File: src/rtl/hazard_stall_ctrl_pkg.sv
`default_nettype none
// ============================================================================
// Module   : hazard_stall_ctrl_pkg
// Purpose  : Shared encodings, default timings and the register-hazard
//            compare helper for the pipeline interlock controller.
// Contents : Tuse/Tnew encodings, mult/div latency defaults, source and
//            destination descriptor structs, mult/div kind enum, reg_hit().
// Revision : 1.0 - initial release
// ============================================================================
package hazard_stall_ctrl_pkg;

  // Tuse encoding: cycles until the D instruction consumes the operand.
  localparam logic [1:0] c_TUSE_0    = 2'd0;
  localparam logic [1:0] c_TUSE_1    = 2'd1;
  localparam logic [1:0] c_TUSE_2    = 2'd2;
  localparam logic [1:0] c_TUSE_NONE = 2'd3;   // operand not read

  // Tnew encoding: cycles until the producing instruction's result exists.
  localparam logic [1:0] c_TNEW_0    = 2'd0;
  localparam logic [1:0] c_TNEW_1    = 2'd1;
  localparam logic [1:0] c_TNEW_2    = 2'd2;

  // Default mult/div occupancy, excluding the start cycle.
  localparam int c_MULT_CYCLES_DEF = 5;
  localparam int c_DIV_CYCLES_DEF  = 10;
  localparam int c_CNT_W_DEF       = 4;

  typedef struct packed {
    logic [4:0] addr;
    logic [1:0] tuse;
  } src_req_t;

  typedef struct packed {
    logic [4:0] addr;
    logic [1:0] tnew;
  } dst_req_t;

  typedef enum logic {
    MD_MULT = 1'b0,
    MD_DIV  = 1'b1
  } md_kind_e;

  // A source conflicts with an in-flight destination when the value would
  // still be unavailable by the time D needs it. $0 is hard-wired, so a
  // zero destination can never create a dependency.
  function automatic logic reg_hit(input src_req_t src, input dst_req_t dst);
    return (src.addr == dst.addr) &&
           (dst.addr != 5'd0) &&
           (src.tuse != c_TUSE_NONE) &&
           (src.tuse < dst.tnew);
  endfunction

endpackage
`default_nettype wire

File: src/rtl/hazard_stall_ctrl_md_busy_counter.sv
`default_nettype none
// ============================================================================
// Module   : md_busy_counter
// Purpose  : Tracks occupancy of the multi-cycle mult/div unit.
// Ports    : clk          core clock
//            reset        asynchronous active-low reset
//            i_md_start   mult/div start in E this cycle
//            i_md_is_div  1 = div/divu, 0 = mult/multu
//            o_md_busy    unit occupied (start cycle included)
// Revision : 1.0 - initial release
// ============================================================================
module md_busy_counter
  import hazard_stall_ctrl_pkg::*;
#(
  parameter int MULT_CYCLES = c_MULT_CYCLES_DEF,
  parameter int DIV_CYCLES  = c_DIV_CYCLES_DEF,
  parameter int CNT_W       = c_CNT_W_DEF
) (
  input  logic clk,
  input  logic reset,
  input  logic i_md_start,
  input  logic i_md_is_div,
  output logic o_md_busy
);

  localparam logic [CNT_W-1:0] c_MULT_LOAD = CNT_W'(MULT_CYCLES);
  localparam logic [CNT_W-1:0] c_DIV_LOAD  = CNT_W'(DIV_CYCLES);

  logic [CNT_W-1:0] r_cnt;
  logic [CNT_W-1:0] w_load;
  logic             w_idle;
  md_kind_e         w_kind;

  assign w_kind = md_kind_e'(i_md_is_div);
  assign w_load = (w_kind == MD_DIV) ? c_DIV_LOAD : c_MULT_LOAD;
  assign w_idle = (r_cnt == '0);

  // A start arriving while busy is ignored; the D-stage interlock is what
  // keeps it from happening, so the running operation keeps its timing.
  always_ff @(posedge clk or negedge reset) begin
    if (!reset) begin
      r_cnt <= '0;
    end else if (i_md_start && w_idle) begin
      r_cnt <= w_load;
    end else if (!w_idle) begin
      r_cnt <= r_cnt - 1'b1;
    end
  end

  // The start cycle itself already occupies the unit, hence the OR with
  // i_md_start. Reset masks it so the output is clean before any edge.
  assign o_md_busy = reset & (i_md_start | !w_idle);

endmodule
`default_nettype wire

File: src/rtl/hazard_stall_ctrl.sv
`default_nettype none
// ============================================================================
// Module   : hazard_stall_ctrl
// Purpose  : Pipeline interlock for the 5-stage core. Compares D-stage
//            sources (Tuse) against E/M destinations (Tnew), tracks the
//            mult/div unit and produces the PC/FD hold and DE bubble.
// Ports    : clk, reset (async active-low)
//            D_rs_addr/D_rt_addr, D_tuse_rs/D_tuse_rt, D_md_use  - D stage
//            E_dst_addr/E_tnew, M_dst_addr/M_tnew               - producers
//            E_md_start, E_md_is_div                           - mult/div
//            stall, F_PC_en, FD_en, DE_flush, md_busy          - control
//            stall_cnt                                         - perf count
// Revision : 1.0 - initial release
// ============================================================================
module hazard_stall_ctrl
  import hazard_stall_ctrl_pkg::*;
#(
  parameter int          MULT_CYCLES    = c_MULT_CYCLES_DEF,
  parameter int          DIV_CYCLES     = c_DIV_CYCLES_DEF,
  parameter int          CNT_W          = c_CNT_W_DEF,
  parameter logic [31:0] STALL_CNT_INIT = 32'd0
) (
  input  logic        clk,
  input  logic        reset,
  input  logic [4:0]  D_rs_addr,
  input  logic [4:0]  D_rt_addr,
  input  logic [1:0]  D_tuse_rs,
  input  logic [1:0]  D_tuse_rt,
  input  logic        D_md_use,
  input  logic [4:0]  E_dst_addr,
  input  logic [1:0]  E_tnew,
  input  logic [4:0]  M_dst_addr,
  input  logic [1:0]  M_tnew,
  input  logic        E_md_start,
  input  logic        E_md_is_div,
  output logic        stall,
  output logic        F_PC_en,
  output logic        FD_en,
  output logic        DE_flush,
  output logic        md_busy,
  output logic [31:0] stall_cnt
);

  src_req_t    w_src_rs;
  src_req_t    w_src_rt;
  dst_req_t    w_dst_e;
  dst_req_t    w_dst_m;
  logic [3:0]  w_hit;
  logic        w_md_busy;
  logic        w_md_stall;
  logic        w_stall;
  logic [31:0] r_stall_cnt;

  assign w_src_rs = '{addr: D_rs_addr, tuse: D_tuse_rs};
  assign w_src_rt = '{addr: D_rt_addr, tuse: D_tuse_rt};
  assign w_dst_e  = '{addr: E_dst_addr, tnew: E_tnew};
  assign w_dst_m  = '{addr: M_dst_addr, tnew: M_tnew};

  assign w_hit = {reg_hit(w_src_rs, w_dst_e), reg_hit(w_src_rs, w_dst_m),
                  reg_hit(w_src_rt, w_dst_e), reg_hit(w_src_rt, w_dst_m)};

  md_busy_counter #(
    .MULT_CYCLES (MULT_CYCLES),
    .DIV_CYCLES  (DIV_CYCLES),
    .CNT_W       (CNT_W)
  ) u_md_busy_counter (
    .clk         (clk),
    .reset       (reset),
    .i_md_start  (E_md_start),
    .i_md_is_div (E_md_is_div),
    .o_md_busy   (w_md_busy)
  );

  assign w_md_stall = D_md_use & w_md_busy;

  // Reset masks the interlock so the pipeline enables are released even
  // while the operand inputs are still undefined.
  assign w_stall = reset & ((|w_hit) | w_md_stall);

  assign stall    = w_stall;
  assign F_PC_en  = ~w_stall;
  assign FD_en    = ~w_stall;
  assign DE_flush = w_stall;
  assign md_busy  = w_md_busy;

  // Saturating perf counter: sticks at all-ones rather than wrapping.
  always_ff @(posedge clk or negedge reset) begin
    if (!reset) begin
      r_stall_cnt <= STALL_CNT_INIT;
    end else if (w_stall && (r_stall_cnt != 32'hFFFF_FFFF)) begin
      r_stall_cnt <= r_stall_cnt + 32'd1;
    end
  end

  assign stall_cnt = r_stall_cnt;

endmodule
`default_nettype wire

File: config.mk
export PLATFORM = sky130hd
export DESIGN_NAME = hazard_stall_ctrl
export DESIGN_NICKNAME = d
export VERILOG_FILES = /design/src/rtl/hazard_stall_ctrl_pkg.sv /design/src/rtl/hazard_stall_ctrl_md_busy_counter.sv /design/src/rtl/hazard_stall_ctrl.sv
export SDC_FILE = /design/constraint.sdc
export NUM_CORES = 1
export LEC_CHECK = 0
export CAP_MARGIN = 20
export CORE_UTILIZATION = 47
export CTS_CLUSTER_DIAMETER = 30
export CTS_CLUSTER_SIZE = 10
export DETAILED_ROUTE_END_ITERATION = 16
export HOLD_SLACK_MARGIN = 0.03
export PLACE_DENSITY = 0.85
export REMOVE_ABC_BUFFERS = 1
export SYNTH_ARGS = -nofsm -noshare
export SYNTH_HDL_FRONTEND = slang
export SYNTH_SLANG_ARGS = --single-unit
File: constraint.sdc
create_clock -name clk -period 2.9 [get_ports clk]
set_input_delay 0.435 -clock clk [delete_from_list [all_inputs] [get_ports clk]]
set_output_delay 0.435 -clock clk [all_outputs]
set_load 0.02 [all_outputs]
==> results of run 1 <==
==> state kept, by name (all words and copies together), names as in the netlist <==
name,flops
stall_cnt,32
u_md_busy_counter.r_cnt,4
==> cell usage in the layout (no fill, tap or decap), types with 5 or more instances in the layout <==
cell	Yosys	layout
sky130_fd_sc_hd__and3_1	18	18
sky130_fd_sc_hd__and2_1	5	5
sky130_fd_sc_hd__xor2_1	9	9
sky130_fd_sc_hd__nor2_1	11	10
sky130_fd_sc_hd__xnor2_1	41	41
sky130_fd_sc_hd__dfrtp_1	36	36
sky130_fd_sc_hd__nand3_1	20	20
sky130_fd_sc_hd__nand2_1	8	7
sky130_fd_sc_hd__clkbuf_8	0	5
sky130_fd_sc_hd__nand2b_1	5	5
sky130_fd_sc_hd__nand4_1	19	19
sky130_fd_sc_hd__clkdlybuf4s50_1	0	62
sky130_fd_sc_hd__buf_4	2	23
sky130_fd_sc_hd__ha_1	7	7
sky130_fd_sc_hd__inv_1	7	6
==> final cells by class <==
cell class / instances / area, µm² / area share
Sequential cell: 36 / 900.9 / 0.2751
Clock inverter: 3 / 42.54 / 0.01299
Tap cell: 52 / 65.06 / 0.01987
Inverter: 7 / 26.28 / 0.008024
Timing Repair Buffer: 93 / 863.3 / 0.2637
Multi-Input combinational cell: 181 / 1308 / 0.3993
Clock buffer: 5 / 68.82 / 0.02102
==> metrics by stage <==
| stage | hold slack (ns) | utilization | std cells | setup TNS (ns) | total power, mW |
|---|---|---|---|---|---|
| floorplan | 0.1394 | - | 224 | -0.3467 | 0.8824 |
| global placement | 0.4608 | 0.6958 | 368 | -1.363 | 1.091 |
| detailed placement | 0.4784 | 0.6958 | 368 | -2.339 | 1.111 |
| CTS | 0.3441 | 0.7219 | 377 | 0 | 1.562 |
| global route | 0.3825 | 0.7269 | 377 | -0.0006621 | 1.637 |
| finish | 0.3208 | 0.7269 | 377 | 0 | 1.555 |
==> report_power, final <==
| group | total, mW | internal, mW | switching, mW |
|---|---|---|---|
| combinational | 0.474 | 0.241 | 0.234 |
| sequential | 0.640 | 0.565 | 0.0754 |
| clock | 0.441 | 0.254 | 0.186 |
| total | 1.56 | 1.06 | 0.496 |
==> critical path, cell delays in order <==
cell,delay [ns]
sky130_fd_sc_hd__clkdlybuf4s50_1,0.43
sky130_fd_sc_hd__or4_4,0.50
sky130_fd_sc_hd__nor2_4,0.12
sky130_fd_sc_hd__nand4b_1,0.14
sky130_fd_sc_hd__o31ai_2,0.08
sky130_fd_sc_hd__a2111o_1,0.41
sky130_fd_sc_hd__nand2_2,0.11
sky130_fd_sc_hd__inv_2,0.06
sky130_fd_sc_hd__buf_6,0.13
==> logic make-up (layout without fill, tap and decap cells) <==
family                   after synthesis  in the layout  synth area share
XOR/XNOR                              50             50            0.1926
buffers and inverters                 17            108           0.03907
adder cells (fa/ha/maj)                7              7           0.03852
multiplexers                           5              5           0.02311
AO/OA/AOI/OAI                         16             16           0.04898
flip-flops                            36             36            0.3963
AND/OR/NAND/NOR                      103            103            0.2614
==> what timing repair did <==
action | CTS | global route
resized for setup | 24 | 6
pin swaps | 4 | 2
buffers inserted | 1 | 0
setup endpoints to repair | 4 | 6
==> per-layer routing <==
layer / vias to the layer above / GRT usage / part of all wire
met4: 0 / 0.1068 / 0.036
met2: 70 / 0.4190 / 0.49
met3: 19 / 0.03657 / 0.043
met1: 999 / 0.3136 / 0.43
met5: - / 0 / 0
li1: 1016 / - / -
==> worst max path at each step <==
stage                to     startpoint  depth (start not counted)
4_1_cts           stall  M_dst_addr[2]                          9
3_5_place_dp      stall      M_tnew[1]                         10
3_3_place_gp      FD_en  M_dst_addr[1]                          8
5_1_grt           stall  M_dst_addr[3]                          9
6_report          stall  M_dst_addr[3]                          9
2_1_floorplan  DE_flush      M_tnew[1]                          8
==> summary.log, run 1 <==
qor: outcome.outcome complete, no violations
qor: global_route.first_global_vias 2094
qor: run.max_cap_viol_count 0
qor: global_route.grt_first_pass_wirelength 9756 µm
qor: die.coreArea 4504 µm²
qor: worst_setup_path.r2r-start u_md_busy_counter.r_cnt[0]$_DFFE_PN0P_
qor: synthesis.synth_common_cells sky130_fd_sc_hd__xnor2_1 (41), sky130_fd_sc_hd__dfrtp_1 (36), sky130_fd_sc_hd__nand3_1 (20), sky130_fd_sc_hd__nand4_1 (19), sky130_fd_sc_hd__and3_1 (18)
qor: sta.timing.final.crit_period 2.840 ns
qor: layout.final_net_count 364
qor: worst_setup_path.timing.reg2reg.worst_path_depth 9
qor: worst_setup_path.worstSetupEndpointType output pin
qor: sta.finalWorstSetupSlack 0.06040 ns
qor: die.dieArea 5119 µm²
qor: synthesis.synth_top_cell_area_share 0.3963
qor: routing.vias_per_cell 5.581
qor: layout.design_area 3274 µm²
qor: die.pin_count 70
qor: synthesis.yosys_warnings 0
qor: routing.ant_nets 0
qor: global_route.grt_start_max_net_pins 57
qor: sta.worst-slew-pin-transition 0.6022 ns
qor: pwr.pwr_density_cell 475.0 nW/µm²
qor: placement.gp_congestion 0.9371
qor: synthesis.synthMostInstantiatedCell sky130_fd_sc_hd__xnor2_1
qor: routing.drt_first_pass_iters 4
qor: sta.finalHoldViolCount 0
qor: cts.cts-root-to-sink-buffers 2
qor: routing.route.vias.total 2104
qor: die.row_count 24
qor: sta.total_of_endpoints_with_negative_setup_slack_in_the_final_report 0
qor: synthesis.syn-instance-count 234
qor: cts.clk_latency 0.29 ns
qor: sta.fin_crit_sh 0.9792
qor: global_route.grt_antenna_before_repair 0
qor: die.die_h 71.55 µm
qor: placement.io_buffer_count 69
qor: placement.placement.cell_area 3134 µm²
qor: sta.finalClockSkew 0.007241 ns
qor: cts.cts_inserted_buffers 5
qor: sta.maxClockFrequency 352.2 MHz
qor: routing.drt_wl_total 5893 µm
qor: cts.cts_num_sinks 36
qor: worst_setup_path.worst-endpoint-required 2.47 ns
qor: pwr.irDropWorstVdd 474.0 µV
qor: worst_setup_path.critical_path.max_fanout 3
qor: worst_setup_path.critPathLaunchType primary input
qor: cts.clkSlewWorstSetupHoldPaths 0.08 ns
qor: worst_setup_path.timing.rr.end stall_cnt[30]$_DFFE_PN0P_
qor: global_route.grt.overflow.total 0
qor: synthesis.asyncSetResetFlopFracSynth 1.000
qor: layout.num_antenna_cells 0
qor: layout.flow.area_growth_from_synthesis 44.03%
qor: worst_setup_path.setup.reg_to_reg.worst_slack 0.50 ns
qor: synthesis.yosys_register_bits 36
qor: placement.place_worst_setup_slack -0.4303 ns
qor: synthesis.synth_sequential_area_ratio 0.3963
qor: synthesis.synth_edf_count 0
qor: hold_path.timing.hold.worst.class in2async
qor: die.starting_utilization_of_the_core_area 0.5047
qor: placement.dpl.hpwl 4377 µm
qor: global_route.grt_util_all_layers 0.2462
qor: routing.dr.first_iter.drc_count 169
qor: die.floorplan.die.width 71.55 µm
qor: cts.count_of_h_tree_levels_built_during_cts 2
qor: layout.drive_above_1_share 0.1477
qor: synthesis.library_cell_occupying_the_most_area_in_the_post_synthesis_netlist sky130_fd_sc_hd__dfrtp_1
qor: sta.max_slew_margin 0.5985
qor: synthesis.synthesis.area_per_instance 9.716 µm²
qor: cts.cts_root_buf sky130_fd_sc_hd__clkbuf_8
qor: worst_setup_path.arrival 2.40 ns
qor: routing.average_routed_wire_per_standard_cell 15.63 µm
qor: pwr.leak_pwr 1.393 nW
qor: cts.cts_hold_repair.buffers 0
qor: sta.drv_slew 0
qor: worst_setup_path.criticalPathCategory in2out
qor: routing.drc 0
qor: cts.cts_tree built
qor: synthesis.synth_area_leaders sky130_fd_sc_hd__dfrtp_1 (40%), sky130_fd_sc_hd__xnor2_1 (16%), sky130_fd_sc_hd__nand4_1 (5.2%), sky130_fd_sc_hd__and3_1 (5.0%), sky130_fd_sc_hd__nand3_1 (4.4%)
qor: layout.n_fill_cell 312
qor: synthesis.postSynth.topFlopCell sky130_fd_sc_hd__dfrtp_1
qor: synthesis.mappedNetlistArea 2273 µm²
qor: synthesis.post_synth_num_cell_types 36
Power figures use the tool's default switching activity.
==> run 2: changes to the inputs <==
- CAP_MARGIN: 20 -> 15
- RECOVER_POWER: unset -> 50
==> summary.log, run 2 (same netlist as run 1, synthesis figures left out) <==
qor: layout.drive_above_1_share 0.1446
qor: layout.flow.area_growth_from_synthesis 43.86%
qor: worst_setup_path.critPathLaunchType primary input
qor: sta.worst_hold_slack 0.4835 ns
qor: global_route.grt_start_max_net_pins 57
qor: die.floorplan.die.width 71.55 µm
qor: worst_setup_path.critical_path.max_fanout 3
qor: hold_path.timing.hold.worst.class reg2reg
qor: pwr.seqPwrFrac 0.413
qor: routing.ant_nets 0
qor: die.dieArea 5119 µm²
qor: layout.largest_register_ff_count 32
qor: die.die_h 71.55 µm
qor: sta.total_of_endpoints_with_negative_setup_slack_in_the_final_report 0
qor: layout.layout.cells.most_common_list sky130_fd_sc_hd__clkdlybuf4s50_1 (49), sky130_fd_sc_hd__xnor2_1 (41), sky130_fd_sc_hd__dfrtp_1 (36)
qor: layout.n_fill_cell 313
qor: pwr.leak_pwr 1.433 nW
qor: layout.seqCellArea 900.9 µm²
qor: sta.timing.final.crit_period 2.840 ns
qor: sta.max_slew_margin 0.2092
qor: global_route.grt_antenna_before_repair 0
qor: layout.mostFrequentLayoutCell sky130_fd_sc_hd__clkdlybuf4s50_1
qor: layout.final_core_utilization 0.7261
qor: global_route.first_global_vias 2094
qor: routing.vias_per_cell 5.621
qor: die.starting_utilization_of_the_core_area 0.5047
qor: placement.io_buffer_count 69
qor: die.row_count 24
qor: cts.cts_num_sinks 36
qor: sta.fin_setup_tns 0 ns
qor: outcome.outcome complete, no violations
qor: die.pin_count 70
qor: layout.design_area 3271 µm²
qor: pwr.totalPowerFinal 1.551 mW
qor: worst_setup_path.worstSetupEndpointType output pin
qor: worst_setup_path.cp_cell_sequence clkdlybuf4s50_1, or4_4, nor2_4, nand4b_1, o31ai_2, a2111o_1, nand2_2, inv_2, buf_6
qor: placement.placedCellCount 368
qor: cts.clkSlewWorstSetupHoldPaths 0.08 ns
qor: pwr.pwr_density_cell 474.2 nW/µm²
qor: pwr.internal_power 1.055 mW
qor: layout.final_net_count 364
qor: sta.fin_crit_sh 0.9792
qor: routing.drt_first_pass_iters 4
qor: worst_setup_path.slowest_stage sky130_fd_sc_hd__or4_4
qor: sta.finalClockSkew 0.007362 ns
qor: routing.average_routed_wire_per_standard_cell 15.69 µm
qor: pwr.netSwitchingFraction 0.3200
qor: cts.cts_tree built
qor: pwr.irDropWorstVdd 473.3 µV
qor: cts.cts_hold_repair.buffers 0
qor: sta.maxClockFrequency 352.2 MHz
qor: worst_setup_path.worst_path_largest_cell_delay 0.50 ns
qor: cts.cts_root_buf sky130_fd_sc_hd__clkbuf_8
qor: pwr.combinationalPowerShare 0.303
qor: die.coreArea 4504 µm²
qor: routing.drc 0
qor: pwr.clock_share_of_power 0.285
qor: worst_setup_path.criticalPathCategory in2out
qor: cts.clk_latency 0.29 ns
qor: routing.route.vias.total 2119
qor: layout.instances_no_fill 377
qor: cts.count_of_h_tree_levels_built_during_cts 2
qor: sta.worst-slew-pin-transition 1.186 ns
qor: global_route.grt_first_pass_wirelength 9756 µm
qor: sta.finalWorstSetupSlack 0.06034 ns
qor: global_route.grt_util_all_layers 0.2462
qor: sta.drv_slew 0
qor: worst_setup_path.arrival 2.40 ns
qor: cts.cts_inserted_buffers 5
qor: run.max_cap_viol_count 0
qor: sta.finalHoldViolCount 0
qor: global_route.grt.overflow.total 0
qor: placement.gp_congestion 0.9371
qor: worst_setup_path.worst-endpoint-required 2.47 ns
qor: layout.num_antenna_cells 0
qor: routing.dr.first_iter.drc_count 168
qor: layout.multi_input_logic_area 1308 µm²
qor: placement.placement.cell_area 3134 µm²
qor: routing.drt_wl_total 5915 µm
qor: cts.cts-root-to-sink-buffers 2
qor: placement.dpl.hpwl 4377 µm
qor: placement.place_worst_setup_slack -0.4303 ns
qor: pwr.power_switching 496.3 µW
==> run 2: changes by cell type in the layout (fill, tap and decap cells not counted), sizes merged <==
cell,previous run,this run
clkbuf,5,7
buf,29,27
dlygate4sd3,0,13
clkdlybuf4s50,62,49
==> run 2: path summary, 6_finish.rpt <==
check,from,to,slack [ns],depth (start not counted)
max,M_dst_addr[3],stall,0.06,9
min,u_md_busy_counter.r_cnt[3]$_DFFE_PN0P_,u_md_busy_counter.r_cnt[3]$_DFFE_PN0P_,0.48,1
max reg2reg,u_md_busy_counter.r_cnt[0]$_DFFE_PN0P_,stall_cnt[30]$_DFFE_PN0P_,0.47,9
min reg2reg,u_md_busy_counter.r_cnt[3]$_DFFE_PN0P_,u_md_busy_counter.r_cnt[3]$_DFFE_PN0P_,0.48,1
max in group asynchronous,reset,stall_cnt[24]$_DFFE_PN0P_,1.53,2
min in group asynchronous,reset,u_md_busy_counter.r_cnt[3]$_DFFE_PN0P_,0.65,2
==> run 2: power groups by stage <==
stage               logic, mW  registers (mW)  clock network (mW)
floorplan               0.210           0.672                   0
global placement        0.448           0.643                   0
detailed placement      0.463           0.648                   0
CTS                     0.474           0.638               0.450
global route            0.517           0.652               0.463
finish                  0.470           0.640               0.441
==> run 2: routing by layer <==
layer,vias up,track usage,share of wire
li1,1018,-,-
met1,1013,0.3136,0.43
met2,69,0.4190,0.49
met3,19,0.03657,0.045
met4,0,0.1068,0.036
met5,-,0,0
==> run 2: final cells by class <==
type | count | share of cell area
Multi-Input combinational cell | 181 | 0.3998
Sequential cell | 36 | 0.2754
Timing Repair Buffer | 93 | 0.2628
Clock buffer | 5 | 0.02104
Tap cell | 52 | 0.01989
Clock inverter | 3 | 0.01301
Inverter | 7 | 0.008034
==> run 2: timing repair <==
action / 4_1_cts / 5_1_grt
endpoints found under the hold margin: 0 / 0
pin swaps: 4 / 2
resized for setup: 24 / 6
setup buffers: 1 / 0
endpoints found under the setup margin: 4 / 6
==> run 2: critical path: cells and delay by family <==
| family | cells | cell delay (ns) |
|---|---|---|
| and+or+nand+nor | 4 | 0.87 |
| buffers and inverters | 3 | 0.62 |
| AOI/OAI and AO/OA | 2 | 0.49 |
==> run 3: changes to the inputs <==
- RECOVER_POWER: 50 -> 100
==> summary.log, run 3 (same netlist as run 1, synthesis figures left out) <==
qor: outcome.outcome complete, no violations
qor: die.coreArea 4504 µm²
qor: routing.drt_wl_total 5936 µm
qor: global_route.grt_start_max_net_pins 57
qor: cts.cts_hold_repair.buffers 0
qor: global_route.first_global_vias 2094
qor: placement.place_worst_setup_slack -0.4303 ns
qor: layout.largest_register_ff_count 32
qor: die.pin_count 70
qor: layout.final_net_count 364
qor: global_route.grt_antenna_before_repair 0
qor: die.dieArea 5119 µm²
qor: sta.timing.final.crit_period 2.836 ns
qor: pwr.leak_pwr 1.486 nW
qor: cts.cts-root-to-sink-buffers 2
qor: layout.instances_no_fill 377
qor: sta.worst-slew-pin-transition 1.191 ns
qor: worst_setup_path.arrival 2.40 ns
qor: die.floorplan.die.width 71.55 µm
qor: cts.clk_latency 0.29 ns
qor: sta.finalWorstSetupSlack 0.06410 ns
qor: layout.flow.area_growth_from_synthesis 43.26%
qor: worst_setup_path.worstSetupEndpointType output pin
qor: placement.gp_congestion 0.9371
qor: pwr.pwr_density_cell 473.0 nW/µm²
qor: global_route.grt.overflow.total 0
qor: cts.cts_num_sinks 36
qor: global_route.grt_util_all_layers 0.2462
qor: worst_setup_path.critPathLaunchType primary input
qor: routing.dr.first_iter.drc_count 130
qor: layout.drive_above_1_share 0.1354
qor: sta.maxClockFrequency 352.6 MHz
qor: cts.cts_root_buf sky130_fd_sc_hd__clkbuf_8
qor: run.max_cap_viol_count 0
qor: sta.total_of_endpoints_with_negative_setup_slack_in_the_final_report 0
qor: layout.layout.cells.most_common_list sky130_fd_sc_hd__xnor2_1 (41), sky130_fd_sc_hd__dfrtp_1 (36), sky130_fd_sc_hd__dlygate4sd3_1 (33)
qor: sta.finalHoldViolCount 0
qor: layout.mostFrequentLayoutCell sky130_fd_sc_hd__xnor2_1
qor: placement.io_buffer_count 69
qor: routing.average_routed_wire_per_standard_cell 15.75 µm
qor: sta.drv_slew 0
qor: cts.count_of_h_tree_levels_built_during_cts 2
qor: worst_setup_path.worst-endpoint-required 2.47 ns
qor: hold_path.timing.hold.worst.class reg2reg
qor: sta.finalClockSkew 0.007142 ns
qor: placement.dpl.hpwl 4377 µm
qor: routing.vias_per_cell 5.607
qor: die.row_count 24
qor: global_route.grt_first_pass_wirelength 9756 µm
qor: worst_setup_path.criticalPathCategory in2out
qor: sta.fin_crit_sh 0.9779
qor: layout.num_antenna_cells 0
qor: cts.cts_inserted_buffers 5
qor: placement.placedCellCount 368
qor: worst_setup_path.critical_path.max_fanout 3
qor: sta.setup_repair_after_global_routing_missed_its_margin false
qor: die.starting_utilization_of_the_core_area 0.5047
qor: pwr.irDropWorstVdd 467.3 µV
qor: routing.route.vias.total 2114
qor: sta.max_slew_margin 0.2057
qor: die.die_h 71.55 µm
qor: cts.clkSlewWorstSetupHoldPaths 0.08 ns
qor: routing.drt_first_pass_iters 4
qor: routing.drc 0
qor: routing.ant_nets 0
qor: cts.cts_tree built
## run 3: critical path: stages
cell and delay (ns):
sky130_fd_sc_hd__clkdlybuf4s50_1 0.43, sky130_fd_sc_hd__or4_4 0.50, sky130_fd_sc_hd__nor2_4 0.12, sky130_fd_sc_hd__nand4b_1 0.12
sky130_fd_sc_hd__o31ai_1 0.09, sky130_fd_sc_hd__a2111o_1 0.42, sky130_fd_sc_hd__nand2_2 0.11, sky130_fd_sc_hd__inv_2 0.06
sky130_fd_sc_hd__buf_6 0.13
## run 3: final timing paths
path                                                   startpoint                                      to  slack (ns)  cells after the start
setup / recovery                                    M_dst_addr[3]                                   stall        0.06                      9
hold / removal             u_md_busy_counter.r_cnt[3]$_DFFE_PN0P_  u_md_busy_counter.r_cnt[3]$_DFFE_PN0P_        0.48                      1
setup reg to reg                         stall_cnt[6]$_DFFE_PN0P_                stall_cnt[1]$_DFFE_PN0P_        0.41                      8
hold reg to reg            u_md_busy_counter.r_cnt[3]$_DFFE_PN0P_  u_md_busy_counter.r_cnt[3]$_DFFE_PN0P_        0.48                      1
max in group asynchronous                                   reset                stall_cnt[4]$_DFFE_PN0P_        1.52                      2
min in group asynchronous                                   reset  u_md_busy_counter.r_cnt[3]$_DFFE_PN0P_        0.65                      2
## run 3: where the power goes
part	internal (mW)	total, mW	switching [mW]
combinational	0.227	0.460	0.234
clock	0.254	0.441	0.187
sequential	0.565	0.639	0.0739
## run 3: metal layers
metal	GRT usage	up-vias	part of all wire	wire length [µm]
met1	0.3136	1004	0.42	2521
met5	0	-	0	0
li1	-	1019	-	-
met4	0.1068	0	0.035	210
met3	0.03657	19	0.046	274
met2	0.4190	72	0.49	2929
## run 3: cell type report
type                    count  area, µm²
multi-input cells         181       1297
fillers                   317       1247
flip-flops and latches     36      900.9
repair buffers             93      855.8
clock buffers               5      68.82
well taps                  52      65.06
clock inverters             3      42.54
inverters                   7      26.28
## run 3: timing repair
item                                    in CTS  in global routing
endpoints found under the hold margin        0                  0
endpoints found under the setup margin       4                  6
setup buffers                                1                  0
gates cloned                                 0                  0
resized for setup                           24                  6
pin swaps                                    4                  2
## run 3: per-stage QoR
step / hold slack [ns] / setup TNS [ns] / total power, mW / utilization / cell area, µm²
global placement: 0.4608 / -1.363 / 1.091 / 0.6958 / 3134
CTS: 0.3441 / 0 / 1.562 / 0.7219 / 3252
floorplan: 0.1394 / -0.3467 / 0.8824 / - / 2211
finish: 0.4836 / 0 / 1.540 / 0.7231 / 3257
global route: 0.5126 / 0 / 1.621 / 0.7231 / 3257
detailed placement: 0.4784 / -2.339 / 1.111 / 0.6958 / 3134
